### src/rtl/stream_xbar_arb.sv
// Control side of the stream crossbar: per-output round-robin arbitration with
// packet-long grant locking, one-hot source selects and per-source ready.
module stream_xbar_arb #(
    parameter  int S_DATA_COUNT = 2,
    parameter  int M_DATA_COUNT = 3,
    localparam int T_DEST_WIDTH = (M_DATA_COUNT > 1) ? $clog2(M_DATA_COUNT) : 1
) (
    input  logic                                 clk,
    input  logic                                 rst_n,
    input  logic [S_DATA_COUNT*T_DEST_WIDTH-1:0] s_dest_i,
    input  logic [S_DATA_COUNT-1:0]              s_valid_i,
    input  logic [S_DATA_COUNT-1:0]              s_last_i,
    output logic [S_DATA_COUNT-1:0]              s_ready_o,
    input  logic [M_DATA_COUNT-1:0]              m_ready_i,
    output logic [M_DATA_COUNT*S_DATA_COUNT-1:0] req_o,
    output logic [M_DATA_COUNT-1:0]              busy_o
);

    localparam int PTR_W = (S_DATA_COUNT > 1) ? $clog2(S_DATA_COUNT) : 1;

    localparam logic [0:0] ST_IDLE   = 1'b0;
    localparam logic [0:0] ST_LOCKED = 1'b1;

    logic [0:0]              state   [M_DATA_COUNT];
    logic [PTR_W-1:0]        gidx    [M_DATA_COUNT];
    logic [PTR_W-1:0]        ptr     [M_DATA_COUNT];
    logic [S_DATA_COUNT-1:0] req_m   [M_DATA_COUNT];
    logic [S_DATA_COUNT-1:0] grant   [M_DATA_COUNT];

    // First requester found scanning from the pointer, wrapping modulo S.
    function automatic logic [PTR_W-1:0] rr_pick(input logic [S_DATA_COUNT-1:0] r,
                                                 input logic [PTR_W-1:0]        p);
        logic [PTR_W-1:0] sel;
        logic             found;
        int               k;
        sel   = '0;
        found = 1'b0;
        for (int i = 0; i < S_DATA_COUNT; i++) begin
            k = (int'(p) + i) % S_DATA_COUNT;
            if (!found && r[k]) begin
                sel   = PTR_W'(k);
                found = 1'b1;
            end
        end
        return sel;
    endfunction

    function automatic logic [PTR_W-1:0] ptr_after(input logic [PTR_W-1:0] s);
        return PTR_W'((int'(s) + 1) % S_DATA_COUNT);
    endfunction

    // Out-of-range destinations never compare equal to a valid output index.
    always_comb begin
        for (int m = 0; m < M_DATA_COUNT; m++) begin
            for (int s = 0; s < S_DATA_COUNT; s++) begin
                req_m[m][s] = s_valid_i[s] &&
                              (s_dest_i[s*T_DEST_WIDTH +: T_DEST_WIDTH] == T_DEST_WIDTH'(m));
            end
        end
    end

    always_comb begin
        logic [S_DATA_COUNT-1:0] rdy;
        rdy = '0;
        for (int m = 0; m < M_DATA_COUNT; m++) begin
            grant[m] = '0;
            if (state[m] == ST_LOCKED) begin
                grant[m][gidx[m]] = 1'b1;
            end
            req_o[m*S_DATA_COUNT +: S_DATA_COUNT] = grant[m];
            busy_o[m] = (state[m] == ST_LOCKED);
            rdy = rdy | (grant[m] & {S_DATA_COUNT{m_ready_i[m]}});
        end
        s_ready_o = rdy;
    end

    always_ff @(posedge clk or negedge rst_n) begin
        if (!rst_n) begin
            for (int m = 0; m < M_DATA_COUNT; m++) begin
                state[m] <= ST_IDLE;
                gidx[m]  <= '0;
                ptr[m]   <= '0;
            end
        end else begin
            for (int m = 0; m < M_DATA_COUNT; m++) begin
                case (state[m])
                    ST_IDLE: begin
                        if (|req_m[m]) begin
                            gidx[m]  <= rr_pick(req_m[m], ptr[m]);
                            state[m] <= ST_LOCKED;
                        end
                    end
                    default: begin
                        // Grant is held until the granted source's last beat is accepted.
                        if (s_valid_i[gidx[m]] && s_ready_o[gidx[m]] && s_last_i[gidx[m]]) begin
                            state[m] <= ST_IDLE;
                            ptr[m]   <= ptr_after(gidx[m]);
                        end
                    end
                endcase
            end
        end
    end

endmodule

### config.mk
export PLATFORM = sky130hd
export DESIGN_NAME = stream_xbar_arb
export DESIGN_NICKNAME = d
export VERILOG_FILES = /design/src/rtl/stream_xbar_arb.sv
export SDC_FILE = /design/constraint.sdc
export NUM_CORES = 1
export LEC_CHECK = 0
export ABC_AREA = 1
export CAP_MARGIN = 20
export CORE_UTILIZATION = 40
export CTS_BUF_LIST = sky130_fd_sc_hd__clkbuf_16
export DETAILED_ROUTE_END_ITERATION = 6
export MAX_ROUTING_LAYER = met4
export PLACE_DENSITY = 0.86
export SYNTH_ARGS = -nofsm -noshare
export SYNTH_HDL_FRONTEND = slang
export SYNTH_SLANG_ARGS = --single-unit
### constraint.sdc
create_clock -name clk -period 1.25 [get_ports clk]
set_input_delay 0.1875 -clock clk [delete_from_list [all_inputs] [get_ports clk]]
set_output_delay 0.1875 -clock clk [all_outputs]
set_load 0.02 [all_outputs]
After elaboration in Yosys (flattened, before gate mapping)
Index checks and enable logic that the tools add are counted.
{"block": "totals", "regBits": 9, "elab_cells": 140}
{"block": "classes", "n_addsub": 6, "n_lt_le_gt_ge": 12, "eq_ne": 4, "n_mux": 66, "bitwise_logic": 11, "n_reduce_logical": 32}
{"op": "$mux W1", "n": 60}
{"op": "$logic_and A1 B1 Y1", "n": 18}
{"op": "$lt A1 B2 Y1 const B", "n": 6}
{"op": "$reduce_and A2 Y1", "n": 6}
{"op": "$lt A2 B3 Y1 const B", "n": 3}
{"op": "$add A1 B1 Y1 const B", "n": 6}
{"op": "$and A2 B2 Y2", "n": 3}
{"op": "$mux W2", "n": 3}
{"op": "$reduce_or A2 Y1", "n": 3}
{"op": "$eq A2 B1 Y1 const B", "n": 2}
{"op": "$eq A2 B2 Y1 const B", "n": 2}
{"op": "$logic_not A2 Y1", "n": 2}
{"op": "$or A2 B2 Y2", "n": 2}
{"op": "$and A1 B1 Y1 const A", "n": 3}
{"op": "$demux W1 S1", "n": 3}
{"op": "$ge A1 B1 Y1 const B", "n": 3}
{"op": "$logic_not A1 Y1", "n": 3}
{"op": "$not A1 Y1", "n": 3}

Depth between registers and ports, before layout
{"block": "logic_depth", "word_depth": 14, "ltp_mapped": 6}

Worst setup path after synthesis
Ideal clock, no wire load.
{"block": "synth_timing", "path_type": "reg2reg", "startpoint": "register state, in the netlist busy_o[2]", "endpoint": "register state, in the netlist busy_o[2]", "setup_ns": 0.120, "arrival_ns": 1.162, "required_time_ns": 1.130, "slack_ns": -0.032, "stages_incl_launch_ff": 6, "path_buffers": 0, "cell_sequence": "dfrtp_1 -> inv_1 -> nor2_1 -> inv_1 -> nor2_1 -> nor2_1"}
{"block": "synth_between", "elab_chain_cells": 9}
{"element": "start, declared", "line_no": "24", "text": "logic [0:0] state [M_DATA_COUNT];"}
{"element": "start signal, assigned by index", "line_no": "80", "text": "state[m] <= ST_IDLE;"}
{"element": "start signal, assigned by index", "line_no": "90", "text": "state[m] <= ST_LOCKED;"}
{"element": "start signal, assigned by index", "line_no": "96", "text": "state[m] <= ST_IDLE;"}
{"element": "$mux W2", "line_no": "67", "text": "if (state[m] == ST_LOCKED) begin"}
{"element": "net req_o[4]", "line_no": "15", "text": "output logic [M_DATA_COUNT*S_DATA_COUNT-1:0] req_o,"}
{"element": "$and A2 B2 Y2", "line_no": "72", "text": "rdy = rdy | (grant[m] & {S_DATA_COUNT{m_ready_i[m]}});"}
{"element": "$or A2 B2 Y2", "line_no": "72"}
{"element": "$mux W1 (implied by the code) (2 in series)", "line_no": "95", "text": "if (s_valid_i[gidx[m]] && s_ready_o[gidx[m]] && s_last_i[gidx[m]]) begin"}
{"element": "$logic_and A1 B1 Y1 (2 in series)", "line_no": "95"}
{"element": "$mux W1", "line_no": "95"}
{"element": "$mux W1", "line_no": "86", "text": "case (state[m])"}
The timed path passes the listed nets, and every way through them passes these cells. The select of a mux whose other input is x is not followed.
A chain may end at the register's enable or synchronous reset.

Final worst setup path
{"block": "layout_timing", "startpoint": "register gidx[2] in the netlist's numbering", "endpoint": "output s_ready_o[1]"}
{"block": "layout_between", "elab_chain_cells": 8, "word_cells_on_any_way": 9, "cone_classes": "2 x order compare; 3 x mux; 3 x bitwise; 1 x reduce/logical"}
{"element": "start, declared", "line_no": "25", "text": "logic [PTR_W-1:0] gidx [M_DATA_COUNT];"}
{"element": "start signal, assigned by index", "line_no": "89", "text": "gidx[m] <= rr_pick(req_m[m], ptr[m]);"}
{"element": "$lt A1 B2 Y1 (implied by the code) / $ge A1 B1 Y1 (equally long branches)", "line_no": "68", "text": "grant[m][gidx[m]] = 1'b1;"}
{"element": "$logic_and A1 B1 Y1 (implied by the code)", "line_no": "68"}
{"element": "$mux W1 (implied by the code)", "line_no": "68"}
{"element": "$demux W1 S1 (*)", "line_no": "68"}
{"element": "$mux W2 (*)", "line_no": "67"}
{"element": "$and A2 B2 Y2 (*)", "line_no": "72"}
{"element": "$or A2 B2 Y2 (*) (2 in series)", "line_no": "72"}
{"element": "end, declared", "line_no": "13", "text": "output logic [S_DATA_COUNT-1:0] s_ready_o,"}
Mark *: on every way between the ends. The rest lies on a longest branch, timed or not.

==> impl_results.md <==
- Peak VDD IR: 2.03 mV
- CP Max Fanout: 4
- TritonCTS Buffers: 3
- Clock Latency Late Sink: 0.23 ns
- Share of layout cells above drive strength 1: 40.5%
- Pint: 1.69 mW
- Cell area power density: 2650 nW/µm²
- First-pass GRT wire length: 2.60 mm
- Critical path arrival: 1.07 ns
- Largest net degree at the start of global routing: 10
- Fin. max-slew vios: 0
- Port bufs: 23
- FILL cells: 80
- Sw Ratio: 40.6%
- Post-synth design cell area: 566 µm²
- Gr usage total: 27.0%
- Fmax: 0.798 GHz
- Commonest cells in the netlist: nand2_1, inv_1, nand3_1
- Worst Setup SP: gidx[2]$_DFFE_PN0P_
- Ys flop type: dfrtp_1
- Seq/Total Area, Yosys: 39.8%
- Flop pwr share: 20.8%
- Cell Count Post-Placement: 130
- P_leak: 0.586 nW
- Post-synth EDFFs: 0
- Final hold viol count: 0
- Vias in the first global route: 638
- Reg2Reg Launch Point: gidx[2]$_DFFE_PN0P_
- Number of max-cap violations: 0
- Outcome: finished with violations
- CTS max path bufs: 2
- Total Nets Final: 140
- Antenna-violating nets left: 0
- Ant diodes: 0
- Psw: 1.16 mW
- Fin crit period: 1.25 ns
- Comb pwr share: 59.5%
- Multi-input gate area: 324 µm²
- Dpl ws: -0.450 ns
- Worst Skew: 0.00267 ns
- Remaining Overflow, GRT: 0
- Clock share of power: 19.7%
- Largest stage delay on the critical path: 0.40 ns
- Average wire per standard cell: 14.6 µm
- Cell Chain, Critical Path: buf_6 > nand3_4 > nand3_4 > buf_6
- Layout Utilization: 82.5%
- HPWL Detailed: 1.31 mm
- Die height: 39.6 µm
- HP Class: in2async
- Num rows: 13
- Die width: 39.6 µm
- Slew headroom: 68.9%
- Crit Path Class: reg2out
- Period utilisation layout: 100%
- Main area contributors after synthesis: dfrtp_1, nand3_1, nand2_1
- Yosys warns: 0
- Total number of vias: 732
- Unique masters post-synth: 13
- Final RePlAce weighted congestion: 0.833
- H-tree level count: 1
- I/O pin cnt: 24
- Synthesized Nets: 95
- Slew @ Worst Pin: 0.465 ns
- Mean Syn Cell Area: 6.90 µm²
- Setup ws final: -0.00319 ns
- Area Growth Syn to Fin: 89.8%
- Routed WL: 2.05 mm
- Total core area: 1300 µm²
- Flops & latches, synth: 9
- Initial antenna violation count: 0
- First-pass DRT Iterations: 4
- Setup violators final: 1
- Violated checks: setup timing
- DRC: 0
- Area share of the largest cell type after synthesis: 39.8%
- Initial Util: 43.5%
- CTS tree: yes
- CTS sink count: 9
- Synth area leader: dfrtp_1
- Required @ worst endpoint: 1.06 ns
- Synth async-reset ratio: 100%
- Startpoint Class: register
- DR iter-0 viols: 10
- Synth Instances: 82
- Layout Cells excl Fill: 141
- Storage cell area: 229 µm²
- RSZ-0062 raised after global routing: yes
- Vias per std cell: 5.19
- Post-CTS Hold Buffers: 0
- Slowest CP cell: dfrtp_1
- Most frequent cell after synthesis: nand2_1
- Root buffer cell: clkbuf_16
- Setup crit end kind: primary output
- Die area: 1570 µm²
- Clock transition at path regs: 0.04 ns
[worst paths after layout]
path                                        to  slack, ns  cells after the start
max                               s_ready_o[1]     -0.003                      4
min                        busy_o[2]$_DFF_PN0_       0.28                      1
max reg2reg                busy_o[2]$_DFF_PN0_       0.09                      7
min reg2reg                 ptr[0]$_DFFE_PN0P_       0.50                      2
max in group asynchronous  busy_o[0]$_DFF_PN0_       0.63                      1
min in group clk            ptr[0]$_DFFE_PN0P_       0.50                      2
[power by group through the flow]
| stage | sequential, mW | combinational [mW] | clock [mW] |
|---|---|---|---|
| finish | 0.592 | 1.69 | 0.561 |
| global route | 0.606 | 1.82 | 0.588 |
| CTS | 0.551 | 1.39 | 0.566 |
| detailed placement | 0.584 | 1.40 | 0 |
| global placement | 0.571 | 1.37 | 0 |
| floorplan | 0.611 | 0.602 | 0 |
[cell usage in the layout, fill, tap and decap left out]
master	instances
nand3_4	2
buf_2	2
nand3_2	7
o31ai_1	2
inv_1	14
dfrtp_2	3
nand2_2	2
inv_2	4
nor2_2	3
clkdlybuf4s50_1	10
clkbuf_2	1
buf_4	16
nor2_1	9
nand2_1	15
nand3_1	10
buf_6	8
clkbuf_16	3
o21ai_1	3
dlymetal6s2s_1	2
o211ai_1	1
dlygate4sd2_1	1
o21ai_0	2
dfrtp_1	6
[state kept, by name, indices dropped and copies added (netlist names)]
name and cells:
ptr 3, gidx 3, busy_o 3
[cell type report]
type                            count  share of cell area (%)
Clock buffer                        3                    6.99
Timing Repair Buffer               40                    33.4
Multi-Input combinational cell     56                    30.2
Sequential cell                     9                    21.3
Inverter                           17                    5.94
Clock inverter                      1                   0.350
Tap cell                           15                    1.75
[cells by family after synthesis]
family                 after synthesis  share of synthesized area, %
buffers and inverters               17                          11.3
AND/OR/NAND/NOR                     48                          40.5
AO/OA/AOI/OAI                        8                          8.41
flip-flops                           9                          39.8
[worst max-delay path: cells and delay by family, from the launching register on]
| family | cells | cell delay [ns] |
|---|---|---|
| flip-flops | 1 | 0.40 |
| buffers and inverters | 2 | 0.27 |
| AND/OR/NAND/NOR | 2 | 0.16 |
[through the flow]
stage | instance area (µm²) | power, mW | hold slack, ns | TNS, ns
after floorplan | 571 | 1.21 | -0.108 | 0
after global placement | 895 | 1.94 | 0.479 | -1.98
after detailed placement | 895 | 1.98 | 0.497 | -2.43
after CTS | 968 | 2.50 | 0.271 | -0.0912
after global routing | 1070 | 3.01 | 0.301 | -0.103
final | 1070 | 2.85 | 0.277 | -0.00319
[timing repair]
action,4_1_cts,5_1_grt
endpoints found under the setup margin,11,13
pin swaps,0,5
setup buffers,4,3
resized for setup,41,30
[layer usage]
metal  global-route usage (%)  vias to the layer above  wire [µm]
met5                        -                        -          0
met4                     10.3                        0         40
met3                     8.52                        6         70
met2                     48.8                       19       1140
met1                     26.5                      353        797
li1                         -                      354          -
(Power assumes the default switching activity.)
